File: config.mk
export PLATFORM = sky130hd
export DESIGN_NAME = le_cluster
export DESIGN_NICKNAME = d
export VERILOG_FILES = /design/src/rtl/le_pkg.sv /design/src/rtl/le_cell.sv /design/src/rtl/le_cluster.sv
export SDC_FILE = /design/constraint.sdc
export NUM_CORES = 1
export LEC_CHECK = 0
export BUFFER_PORTS_ARGS = -buffer_cell sky130_fd_sc_hd__buf_2
export CORE_ASPECT_RATIO = 0.9
export CORE_MARGIN = 2
export CORE_UTILIZATION = 45
export CTS_BUF_LIST = sky130_fd_sc_hd__clkbuf_16
export DETAILED_ROUTE_END_ITERATION = 10
export GPL_TIMING_DRIVEN = 0
export SLEW_MARGIN = 0
export SYNTH_ARGS = -nofsm -noshare
export SYNTH_HDL_FRONTEND = slang
export SYNTH_HIERARCHICAL = 1
export SYNTH_SLANG_ARGS = --single-unit
File: constraint.sdc
create_clock -name clk -period 4.2 [get_ports clk]
set_input_delay 0.21 -clock clk [delete_from_list [all_inputs] [get_ports clk]]
set_output_delay 0.21 -clock clk [all_outputs]
set_load 0.01 [all_outputs]
File: src/rtl/le_pkg.sv
// Shared types and configuration-field layout for the logic-element cluster.
// Each LE field is LUT bits first, then MODE, INIT and SRST_EN.
package le_pkg;

    typedef enum logic [1:0] {
        UNCONF,
        SHIFTING,
        CONFIGURED,
        ERROR
    } cfg_state_t;

    function automatic int le_cfg_w(input int k);
        return (1 << k) + 3;
    endfunction

    function automatic int MODE_OFS(input int k);
        return (1 << k);
    endfunction

    function automatic int INIT_OFS(input int k);
        return (1 << k) + 1;
    endfunction

    function automatic int SRST_OFS(input int k);
        return (1 << k) + 2;
    endfunction

endpackage

File: src/rtl/le_cell.sv
// One logic element: a LUT_K-input LUT with an optional user flip-flop.
// The flip-flop takes INIT on load_init, otherwise updates only while active.
module le_cell
    import le_pkg::*;
#(
    parameter int LUT_K = 4
) (
    input  logic                         clk,
    input  logic                         nrst,
    input  logic [le_cfg_w(LUT_K)-1:0]   cfg,
    input  logic [LUT_K-1:0]             sel,
    input  logic                         le_en,
    input  logic                         le_srst,
    input  logic                         load_init,
    input  logic                         active,
    output logic                         le_out
);

    localparam int LUT_BITS = 1 << LUT_K;

    logic [LUT_BITS-1:0] lut;
    logic                mode;
    logic                init_val;
    logic                srst_en;
    logic                lut_bit;
    logic                ff;

    assign lut      = cfg[LUT_BITS-1:0];
    assign mode     = cfg[MODE_OFS(LUT_K)];
    assign init_val = cfg[INIT_OFS(LUT_K)];
    assign srst_en  = cfg[SRST_OFS(LUT_K)];
    assign lut_bit  = lut[sel];

    // NOTE: sequential state uses non-blocking assignments so every flop samples pre-edge values.
    always_ff @(posedge clk or negedge nrst) begin
        if (!nrst) begin
            ff <= 1'b0;
        end else if (load_init) begin
            ff <= init_val;
        end else if (active) begin
            if (le_srst && srst_en) begin
                ff <= init_val;
            end else if (le_en) begin
                ff <= lut_bit;
            end
        end
    end

    assign le_out = active & (mode ? ff : lut_bit);

endmodule

File: src/rtl/le_cluster.sv
// Cluster of NUM_LE logic elements configured through one serial shift chain,
// with a load-checking FSM that only releases the outputs after an exact-length load.
module le_cluster
    import le_pkg::*;
#(
    parameter int LUT_K  = 4,
    parameter int NUM_LE = 4
) (
    input  logic                    clk,
    input  logic                    nrst,
    input  logic                    en,
    input  logic                    config_en,
    input  logic                    config_data_in,
    output logic                    config_data_out,
    output logic                    config_done,
    output logic                    config_err,
    input  logic                    le_en,
    input  logic                    le_srst,
    input  logic [NUM_LE*LUT_K-1:0] select,
    output logic [NUM_LE-1:0]       le_out
);

    localparam int LE_CFG_W = le_cfg_w(LUT_K);
    localparam int CFG_BITS = NUM_LE * LE_CFG_W;
    localparam int CNT_W    = $clog2(CFG_BITS + 2);
    localparam logic [CNT_W-1:0] CNT_FULL = CNT_W'(CFG_BITS);
    localparam logic [CNT_W-1:0] CNT_MAX  = CNT_W'(CFG_BITS + 1);

    logic [CFG_BITS-1:0] chain;
    logic [CNT_W-1:0]    count;
    cfg_state_t          state;
    logic                shift_en;
    logic                load_init;
    logic                cells_active;
    logic                out_en;
    logic [NUM_LE-1:0]   cell_out;

    assign shift_en     = en && config_en;
    assign load_init    = (state == SHIFTING) && !config_en && (count == CNT_FULL);
    assign cells_active = (state == CONFIGURED);
    // A new load request blanks the outputs immediately, before the state leaves CONFIGURED.
    assign out_en       = cells_active && !shift_en;

    // NOTE: the chain is configuration state, so it is reset like any control register.
    always_ff @(posedge clk or negedge nrst) begin
        if (!nrst) begin
            chain <= '0;
        end else if (shift_en) begin
            chain <= {chain[CFG_BITS-2:0], config_data_in};
        end
    end

    always_ff @(posedge clk or negedge nrst) begin
        if (!nrst) begin
            state       <= UNCONF;
            count       <= '0;
            config_done <= 1'b0;
            config_err  <= 1'b0;
        end else begin
            case (state)
                SHIFTING: begin
                    if (!config_en) begin
                        if (count == CNT_FULL) begin
                            state       <= CONFIGURED;
                            config_done <= 1'b1;
                        end else begin
                            state      <= ERROR;
                            config_err <= 1'b1;
                        end
                    end else if (en && (count != CNT_MAX)) begin
                        count <= count + 1'b1;
                    end
                end
                default: begin
                    if (shift_en) begin
                        state       <= SHIFTING;
                        count       <= CNT_W'(1);
                        config_done <= 1'b0;
                        config_err  <= 1'b0;
                    end
                end
            endcase
        end
    end

    for (genvar i = 0; i < NUM_LE; i++) begin : g_le
        le_cell #(
            .LUT_K(LUT_K)
        ) u_cell (
            .clk      (clk),
            .nrst     (nrst),
            .cfg      (chain[i*LE_CFG_W +: LE_CFG_W]),
            .sel      (select[i*LUT_K +: LUT_K]),
            .le_en    (le_en),
            .le_srst  (le_srst),
            .load_init(load_init),
            .active   (cells_active),
            .le_out   (cell_out[i])
        );
    end

    assign le_out          = cell_out & {NUM_LE{out_en}};
    assign config_data_out = chain[CFG_BITS-1];

endmodule

==> flow_metrics.tcl, run 1 <==
set metrics [dict create \
    grt-ovfl-total 0 \
    ys_warn_count 6 \
    antenna_found_initial 0 \
    cellPowerDensity_nw_per_um2 412 \
    synthCells 333 \
    drt.antenna.violating_nets 0 \
    critical_path.cell_chain "and2_1 > buf_2 > nand4_1 > nor3_1 > nand3b_1 > a21oi_1 > a221o_1" \
    worst-path-buf-inv 1 \
    synth_compound_area_share_pct 9.63 \
    synth_fa_ha_area_share_pct 0.830 \
    grt_pass1_wl_um 13500 \
    ys_seq_elements 91 \
    clkSinkCount 91 \
    portBuffers 25 \
    drc 0 \
    routedWlPerCell_um 15.4 \
    fill_cells 838 \
    hp-class "in -> reg" \
    slew_headroom_pct 19.3 \
    grt_pass1_vias 2792 \
    synth_top_family_by_area "multiplexers" \
    grt_start_max_net_pins 55 \
    drv_cap 0 \
    setup_tns_ps 0 \
    slew_viol_final 0 \
    drt_iter0_markers 110 \
    max_freq_ghz 0.383 \
    ys_async_sr_fraction_pct 100 \
    start_kind "register" \
    dp_hpwl_um 5530 \
    avgViaCountPerCell 5.53 \
    ios 30 \
    cpLargestDelayFamily "simple AND/OR/NAND/NOR gates" \
    critPathArrivalTime_ps 2830 \
    max_stage_delay_ps 970 \
    firstDrtPassIters 6 \
    skew_ps 8.22 \
    cp_slowest_cell "nor3_1" \
    setup_viol 0 \
    vias 2775 \
    syn_area_per_cell_um2 13.6 \
    syn-cell-area_um2 4520 \
    syn_nets 359 \
    ctsHoldBuffers 1 \
    syn2layout_area_growth_pct 13.6 \
    layout-drive-gt1-share_pct 41.5 \
    post_cts_resized 0 \
    cts.repair_timing.setup_buffer_count 0 \
    clkLatencyLatePin_ps 340 \
    die_h_um 99.1 \
    post-route-period-util_pct 62.2 \
    path_class "reg -> reg" \
    fp.coreArea_um2 9740 \
    diodes 0 \
    cts_buffers 9 \
    cts_tree "yes" \
    synth-edff-count 0 \
    peakVddDrop_mv 0.184 \
    clockBufferDepth 2 \
    tightest_slew_ps 1210 \
    r2r_slack_ps 1590 \
    rsz0062_at_grt "no" \
    fin_nets 397 \
    yosysSeqAreaShare_pct 50.3 \
    clk_pin_slew_ps 60 \
    start_util_pct 46.4 \
    outcome "complete, no violations" \
    place_congestion 0.716 \
    synth_xor_area_share_pct 0 \
    cts-htree-levels 3 \
    die_width_um 110 \
    muxShareOfSynthArea_pct 28.1 \
    required_ps 4410 \
    p_leak_nw 2.56 \
    holdWs_ps 113 \
    drt-total-wl_um 7740 \
    hold_violations 0 \
    cp-end-kind "register" \
    path_max_fanout 12 \
    root_buffer "clkbuf_16" \
    ys_types 42 \
    yosys.area_share.simple_pct 7.30 \
    ys.flop_type "dfrtp_1" \
    period_minus_slack_ps 2610 \
    num_rows 34 \
    groute.usage.overall_pct 16.0 \
    dieArea_um2 10900 \
]
[through the flow]
stage | util (%) | area (um^2) | worst slack, ps | power [mW] | instances
floorplan | - | 4520 | 2150 | 1.26 | 333
global placement | 49.3 | 4810 | 1680 | 1.34 | 484
detailed placement | 49.6 | 4840 | 1640 | 1.35 | 485
CTS | 52.7 | 5140 | 1610 | 2.15 | 502
global route | 52.7 | 5140 | 1360 | 2.24 | 502
finish | 52.7 | 5140 | 1590 | 2.12 | 502
[final cells by class]
| class | instances | area (um^2) | area share (%) |
|---|---|---|---|
| flip-flops and latches | 91 | 2280 | 44.3 |
| repair buffers | 27 | 165 | 3.21 |
| well taps | 126 | 158 | 3.07 |
| plain buffers | 16 | 141 | 2.75 |
| multi-input cells | 218 | 2070 | 40.4 |
| clock buffers | 9 | 225 | 4.38 |
| clock inverters | 7 | 67.6 | 1.31 |
| inverters | 8 | 30.0 | 0.584 |
[logic make-up after synthesis]
group | count (synthesis)
AOI/OAI and AO/OA | 56
adders and majority gates | 3
buffers and inverters | 24
DFF | 91
muxes | 101
and+or+nand+nor | 58
[state kept, by name (all words and copies together), names as in the netlist]
register / count
count: 7
state: 2
chain: 76
g_le.u_cell/ff: 4
config_err: 1
config_done: 1
[cells in the mapped netlist (2+ instances only)]
library cell,number,area (um^2)
mux2_2,88,991
nor2_1,11,41.3
nand3b_1,4,30.0
o211ai_1,2,15.0
ha_1,3,37.5
dfrtp_1,91,2280
a31o_2,6,52.6
buf_6,7,78.8
clkbuf_1,2,7.51
nor2b_1,2,12.5
inv_1,8,30.0
nand2b_1,5,31.3
or4_1,2,15.0
a21oi_1,11,55.1
nand3_1,4,20.0
o221ai_1,8,70.1
a22o_1,2,17.5
and2_1,2,12.5
buf_2,5,25.0
o211a_1,4,40.0
mux4_1,8,210
a221o_1,4,40.0
o22ai_1,4,25.0
o31ai_1,2,15.0
or2b_1,8,60.1
nand4b_1,2,17.5
and3_1,4,25.0
a211oi_1,2,15.0
nand2_1,11,41.3
a21o_1,5,37.5
buf_8,2,30.0
mux2_4,4,60.1
[layout by cell type, fill, tap and decap left out, types with 3 or more instances in the layout]
master     instances
mux2_4             4
nor2_1            11
a221o_1            4
a21o_1             5
and3_1             4
nand3_1            4
buf_2             29
o221ai_1           8
nand2b_1           5
o211a_1            4
or2b_1             8
a31o_2             6
mux2_2            88
mux4_1             8
clkbuf_16          9
buf_6              7
o22ai_1            4
ha_1               3
nand2_1           11
dfrtp_1           91
a21oi_1           11
inv_1              8
nand3b_1           4
[metal layers]
layer / share of wire (%) / global-route usage [%] / wire, um
met1: 48 / 22.4 / 3720
met2: 46 / 23.8 / 3570
met3: 3.9 / 4.46 / 299
met4: 1.9 / 6.04 / 150
met5: 0 / 0 / 0
[worst paths after layout]
check | startpoint | to | cells after the start
setup / recovery | count[2] | g_le[0].u_cell/ff | 7
hold / removal | config_data_in | chain[0] | 2
setup reg to reg | count[2] | g_le[0].u_cell/ff | 7
hold reg to reg | chain[66] | chain[67] | 1
max in group asynchronous | nrst | count[2] | 3
min in group asynchronous | nrst | chain[10] | 2
[where the power goes]
group          leakage [nW]  internal, mW  switching [mW]
Clock                 0.139         0.459           0.328
Sequential             1.22         0.969          0.0766
Combinational          1.19         0.165           0.120
Total                  2.56          1.59           0.525
Note: power is estimated with default switching activity, not from simulation.
==> run 2, diff against run 1 <==
--- a/config.mk
+++ b/config.mk
@@ -5,6 +5,7 @@
 export SDC_FILE = /design/constraint.sdc
 export NUM_CORES = 1
 export LEC_CHECK = 0
+export ABC_AREA = 1
 export BUFFER_PORTS_ARGS = -buffer_cell sky130_fd_sc_hd__buf_2
 export CORE_ASPECT_RATIO = 0.9
 export CORE_MARGIN = 2
==> constraint.sdc (replaced) <==
create_clock -name clk -period 2.6 [get_ports clk]
set_input_delay 0.13 -clock clk [delete_from_list [all_inputs] [get_ports clk]]
set_output_delay 0.13 -clock clk [all_outputs]
set_load 0.01 [all_outputs]
==> run 2 against run 1 <==
Critical endpoint is now le_out[3]; total power rose by 51%; cell count up 67%; utilization fell by 0.25 points; largest cell class unchanged; via count increased by 43%; sequential share of layout area decreased by 2.5 points; area after synthesis rose by 7.5%; flip-flop and latch count did not move; largest power group unchanged; count of clock-buffer cells in the layout stayed put; non-clock buffer count increased by 7; global-route usage grew 1.8 points.
==> flow_metrics.tcl, run 2 <==
set metrics [dict create \
    final_cell_mix "nand2_1, dfrtp_1, inv_1" \
    ys_warn_count 6 \
    dp_hpwl_um 6850 \
    cts_tree "yes" \
    grt_pass1_wl_um 16700 \
    required_ps 2470 \
    fin_area_um2 5450 \
    p_leak_nw 3.09 \
    dieArea_um2 11700 \
    period_minus_slack_ps 2040 \
    groute.usage.overall_pct 17.8 \
    synth_top_area_cell "dfrtp_1" \
    drt-total-wl_um 9630 \
    min_from "config_en" \
    portBuffers 25 \
    vias 3973 \
    grt_pass1_vias 3627 \
    grt-ovfl-total 0 \
    power_mw 3.21 \
    critPathArrivalTime_ps 1910 \
    clkSinkCount 91 \
    die_width_um 114 \
    yosysMostFrequentCell "nand2_1" \
    start_util_pct 46.8 \
    worstReg2RegEnd "g_le[2].u_cell/ff" \
    synth_common_cells "nand2_1, dfrtp_1, inv_1" \
    yosysTopAreaCellShare_pct 46.8 \
    fp.coreArea_um2 10400 \
    placed_area_um2 5180 \
    cp-end-kind "output pin" \
    layout_commonest_cell "nand2_1" \
    path_max_fanout 9 \
    clkLatencyLatePin_ps 330 \
    r2r_start "count[5]" \
    cellPowerDensity_nw_per_um2 588 \
    cts.repair_timing.setup_buffer_count 0 \
    avgViaCountPerCell 4.74 \
    routedWlPerCell_um 11.5 \
    drv_cap 0 \
    syn-cell-area_um2 4860 \
    fin_nets 732 \
    grt_start_max_net_pins 47 \
    hold_violations 0 \
    layout-drive-gt1-share_pct 13.0 \
    start_kind "register" \
    peakVddDrop_mv 0.359 \
    drt_iter0_markers 189 \
    clockBufferDepth 2 \
    syn2layout_area_growth_pct 12.1 \
    post-route-period-util_pct 78.3 \
    place_congestion 0.782 \
    root_buffer "clkbuf_16" \
    ys_seq_elements 91 \
    clk_pin_slew_ps 60 \
    cts-htree-levels 3 \
    cts_buffers 9 \
    firstDrtPassIters 4 \
    drc 0 \
    holdWs_ps 77.0 \
    ios 30 \
    largest_registers "chain (76), count (7), g_le.u_cell/ff (4)" \
    setup_viol 0 \
    ys_top_cells_by_area "dfrtp_1, nand2_1, inv_1, nand3_2, nand3_1" \
    max_freq_ghz 0.491 \
    tightest_slew_ps 603 \
    skew_ps 7.52 \
    syn_nets 693 \
    slew_headroom_pct 59.8 \
    top_register "chain" \
    synth-edff-count 0 \
    rsz0062_at_grt "no" \
    yosysSeqAreaShare_pct 46.8 \
    path_class "reg -> out" \
    syn_area_per_cell_um2 7.29 \
    largest_reg_flops 76 \
    hold_path_depth 4 \
    hp-class "in -> reg" \
    synthCells 667 \
    outcome "complete, no violations" \
    die_h_um 103 \
    r2r_cells 11 \
    drt.antenna.violating_nets 0 \
    diodes 0 \
    ys_async_sr_fraction_pct 100 \
    num_rows 35 \
    whs_endpoint "config_err" \
    setup_tns_ps 0 \
    ys.flop_type "dfrtp_1" \
    slew_viol_final 0 \
    antenna_found_initial 0 \
    ys_types 29 \
    r2r_slack_ps 600 \
]
-- run 2: cell types whose count changed after synthesis, sizes merged, moves of 6 or more --
cell / change
o221ai: -8
o21ai: +13
nor2: +12
mux2: -92
a21oi: -11
or2b: -8
inv: +72
nand2: +349
nand3: +48
a31o: -6
mux4: -8
-- run 2: area by class of cell --
type | instances | area, um^2
Buffer | 22 | 144
Clock buffer | 9 | 225
Fill cell | 1057 | 4930
Timing Repair Buffer | 28 | 175
Tap cell | 129 | 161
Clock inverter | 6 | 26.3
Sequential cell | 91 | 2280
Inverter | 80 | 330
Multi-Input combinational cell | 474 | 2110
-- run 2: repair_timing --
item                      in CTS  in global routing
hold buffers                   2                  0
gates resized for setup        0                  0
hold endpoints to repair      46                  0
-- run 2: cells by family (layout without fill, tap and decap cells) --
logic type	count (synthesis)	in the layout	synth area share [%]
buffers and inverters	102	145	9.75
AOI/OAI and AO/OA	25	25	3.29
adders and majority gates	3	3	0.772
and+or+nand+nor	444	444	39.0
xor gates and xnor gates	2	2	0.360
DFF	91	91	46.8
-- run 2: worst max-delay path: stages (launching register included) --
cell      delay [ps]
dfrtp_1          390
nor2_1           480
a21boi_0         240
nand2_1           70
inv_1             50
inv_1             30
nor2_1           150
buf_2            170
-- run 2: layer usage --
layer	global-route usage [%]	wire, um	vias to the layer above
met4	6.00	109	0
met5	0	0	-
met3	3.94	226	8
met1	23.8	4980	1848
li1	-	-	2083
met2	29.2	4320	34
-- run 2: worst max-delay path by stage --
stage | from | to | depth (start not counted) | slack (ps)
floorplan | count[5] | g_le[0].u_cell/ff | 11 | 1000
global placement | nrst | chain[9] | 1 | 520
detailed placement | count[5] | g_le[2].u_cell/ff | 11 | 610
CTS | state[0] | le_out[1] | 7 | 550
global route | state[0] | le_out[3] | 7 | 370
finish | state[0] | le_out[3] | 7 | 560
-- run 2: power by group --
part / internal, mW / switching [mW] / total, mW
Sequential: 1.53 / 0.0864 / 1.62
Combinational: 0.170 / 0.290 / 0.460
Clock: 0.626 / 0.502 / 1.13
Total: 2.33 / 0.878 / 3.21
-- run 2: metrics by stage --
stage	cells	util (%)	setup WS, ps
floorplan	667	-	997
global placement	821	49.6	524
detailed placement	822	49.9	608
CTS	839	52.5	545
global route	839	52.5	367
finish	839	52.5	564
==> run 3, diff against run 2 <==
--- a/config.mk
+++ b/config.mk
@@ -5,7 +5,7 @@
 export SDC_FILE = /design/constraint.sdc
 export NUM_CORES = 1
 export LEC_CHECK = 0
-export ABC_AREA = 1
+export ABC_AREA = 0
 export BUFFER_PORTS_ARGS = -buffer_cell sky130_fd_sc_hd__buf_2
 export CORE_ASPECT_RATIO = 0.9
 export CORE_MARGIN = 2
==> constraint.sdc (replaced) <==
create_clock -name clk -period 1.81 [get_ports clk]
set_input_delay 0.0905 -clock clk [delete_from_list [all_inputs] [get_ports clk]]
set_output_delay 0.0905 -clock clk [all_outputs]
set_load 0.01 [all_outputs]
==> run 3 against run 2 <==
Worst hold slack better by 6.2 ps; count of clock-buffer cells in the layout stayed put; clock power is 70% higher; die area is 6.7% lower; clock skew is 3.4 ps lower; the flow now finishes with violations (setup timing); highest routed layer unchanged; critical endpoint is now le_out[1]; cell count is 38% lower; global-route usage is 0.91 points lower; combinational power is 75% higher.
==> flow_metrics.tcl, run 3 (synthesis gave the netlist of run 1 again) <==
set metrics [dict create \
    outcome "finished, violations left" \
    violations "setup timing" \
    clkLatencyLatePin_ps 330 \
    antenna_found_initial 0 \
    cp_slowest_cell "mux4_2" \
    holdWs_ps 83.2 \
    top_register "chain" \
    cts_tree "yes" \
    num_rows 34 \
    place_congestion 0.757 \
    routedWlPerCell_um 15.8 \
    max_freq_ghz 0.497 \
    clockBufferDepth 2 \
    period_minus_slack_ps 2010 \
    largest_reg_flops 76 \
    layout-drive-gt1-share_pct 50.3 \
    seq_power_share_pct 47.0 \
    path_max_fanout 3 \
    groute.usage.overall_pct 16.9 \
    die_h_um 99.1 \
    skew_ps 4.08 \
    fin_area_um2 5400 \
    clkSinkCount 91 \
    fill_cells 828 \
    root_buffer "clkbuf_16" \
    switching_share_pct 24.0 \
    r2r_start "count[3]" \
    final_cell_mix "dfrtp_1, mux2_2, buf_2" \
    drv_cap 0 \
    hold_violations 0 \
    start_util_pct 46.4 \
    portBuffers 25 \
    worstSetupStartpoint "chain[23]" \
    rsz0062_at_grt "yes" \
    clk_pin_slew_ps 60 \
    peakVddDrop_mv 0.485 \
    cellPowerDensity_nw_per_um2 951 \
    drc 0 \
    slew_viol_final 0 \
    hp-class "in -> reg" \
    vias 2878 \
    r2r_cells 7 \
    cp-end-kind "output pin" \
    combPwrFrac_pct 15.7 \
    cts-htree-levels 3 \
    setup_viol 4 \
    slew_headroom_pct 64.3 \
    grt-ovfl-total 0 \
    cts_buffers 9 \
    min_from "config_en" \
    switching_power_mw 1.23 \
    start_kind "register" \
    firstDrtPassIters 4 \
    die_width_um 110 \
    p_int_mw 3.90 \
    drt.antenna.violating_nets 0 \
    largest_registers "chain (76), count (7), g_le.u_cell/ff (4)" \
    ios 30 \
    p_leak_nw 2.66 \
    layout_commonest_cell "dfrtp_1" \
    clockPowerShare_pct 37.4 \
    dieArea_um2 10900 \
    diodes 0 \
    max_stage_delay_ps 480 \
    path_class "reg -> out" \
    avgViaCountPerCell 5.49 \
    grt_start_max_net_pins 72 \
    fp.coreArea_um2 9740 \
    critPathArrivalTime_ps 1920 \
    syn2layout_area_growth_pct 19.3 \
    drt-total-wl_um 8290 \
    critical_path.cell_chain "mux4_2 > nor2_2 > o22ai_2 > o211a_1 > and3_4 > buf_2" \
    grt_pass1_wl_um 14400 \
    hold_path_depth 2 \
    grt_pass1_vias 2937 \
    post-route-period-util_pct 111 \
    dp_hpwl_um 5470 \
    fin_nets 420 \
    layout_setup_ws_ps -201 \
    drt_iter0_markers 146 \
    placed_area_um2 4850 \
    tightest_slew_ps 536 \
    required_ps 1720 \
]
[run 3: cell types whose count changed in the layout (fill, tap and decap cells not counted), moves of 10 or more]
cell     before  now
nand2_1     351   11
inv_1        77   11
nand3_2      20    0
nand3_1      32    4
buf_4         4   23
mux2_2        0   88
a21oi_1       1   11
nor2_1       22    3
[run 3: worst paths after layout]
| kind | slack (ps) | endpoint |
|---|---|---|
| max | -200 | le_out[1] |
| min | 80 | config_done |
| max reg2reg | 30 | g_le[0].u_cell/ff |
| min reg2reg | 510 | config_done |
| max in group asynchronous | 980 | count[2] |
| min in group asynchronous | 180 | chain[10] |
[run 3: worst max-delay path: cells and delay by family, from the launching register on]
family | cells | cell delay [ps]
AO/OA/AOI/OAI | 2 | 320
flip-flops | 1 | 400
buffers and inverters | 1 | 130
multiplexers | 1 | 480
AND/OR/NAND/NOR | 2 | 260
[run 3: what timing repair did]
action,CTS,global route
gates resized for setup,25,4
hold buffers,2,0
setup buffers,18,5
endpoints found under the hold margin,21,0
endpoints found under the setup margin,8,8
pin swaps,13,13
[run 3: area by class of cell]
| cell class | count | area (um^2) | share of cell area, % |
|---|---|---|---|
| timing repair buffer | 51 | 367 | 6.80 |
| sequential | 91 | 2280 | 42.2 |
| tap | 126 | 158 | 2.92 |
| buffer | 15 | 136 | 2.53 |
| inverter | 8 | 30.0 | 0.557 |
| clock inverter | 6 | 75.1 | 1.39 |
| clock buffer | 9 | 225 | 4.17 |
| multi-input combinational | 218 | 2130 | 39.4 |
[run 3: power groups by stage]
stage                     combinational (mW)  clock [mW]  sequential (mW)
after detailed placement               0.678           0             2.46
after global placement                 0.651           0             2.45
final                                  0.804        1.92             2.41
after CTS                              0.789        1.97             2.41
after floorplan                        0.508           0             2.41
after global routing                   0.883        2.06             2.44
[run 3: layer usage]
metal	vias up	wire length, um	GRT usage, %
li1	1369	-	-
met1	1468	4040	23.8
met2	30	3820	25.7
met3	11	300	4.52
met4	0	121	5.26
met5	-	0	0
[run 3: metrics by stage]
stage	TNS (ps)	total power [mW]	util, %	worst slack [ps]	std cells
after floorplan	0	2.91	-	7.00	333
after global placement	-20770	3.10	49.4	-284	484
after detailed placement	-2020	3.14	49.8	-319	485
after CTS	-870	5.17	54.9	-227	519
after global routing	-1060	5.38	55.4	-271	524
final	-741	5.13	55.4	-201	524
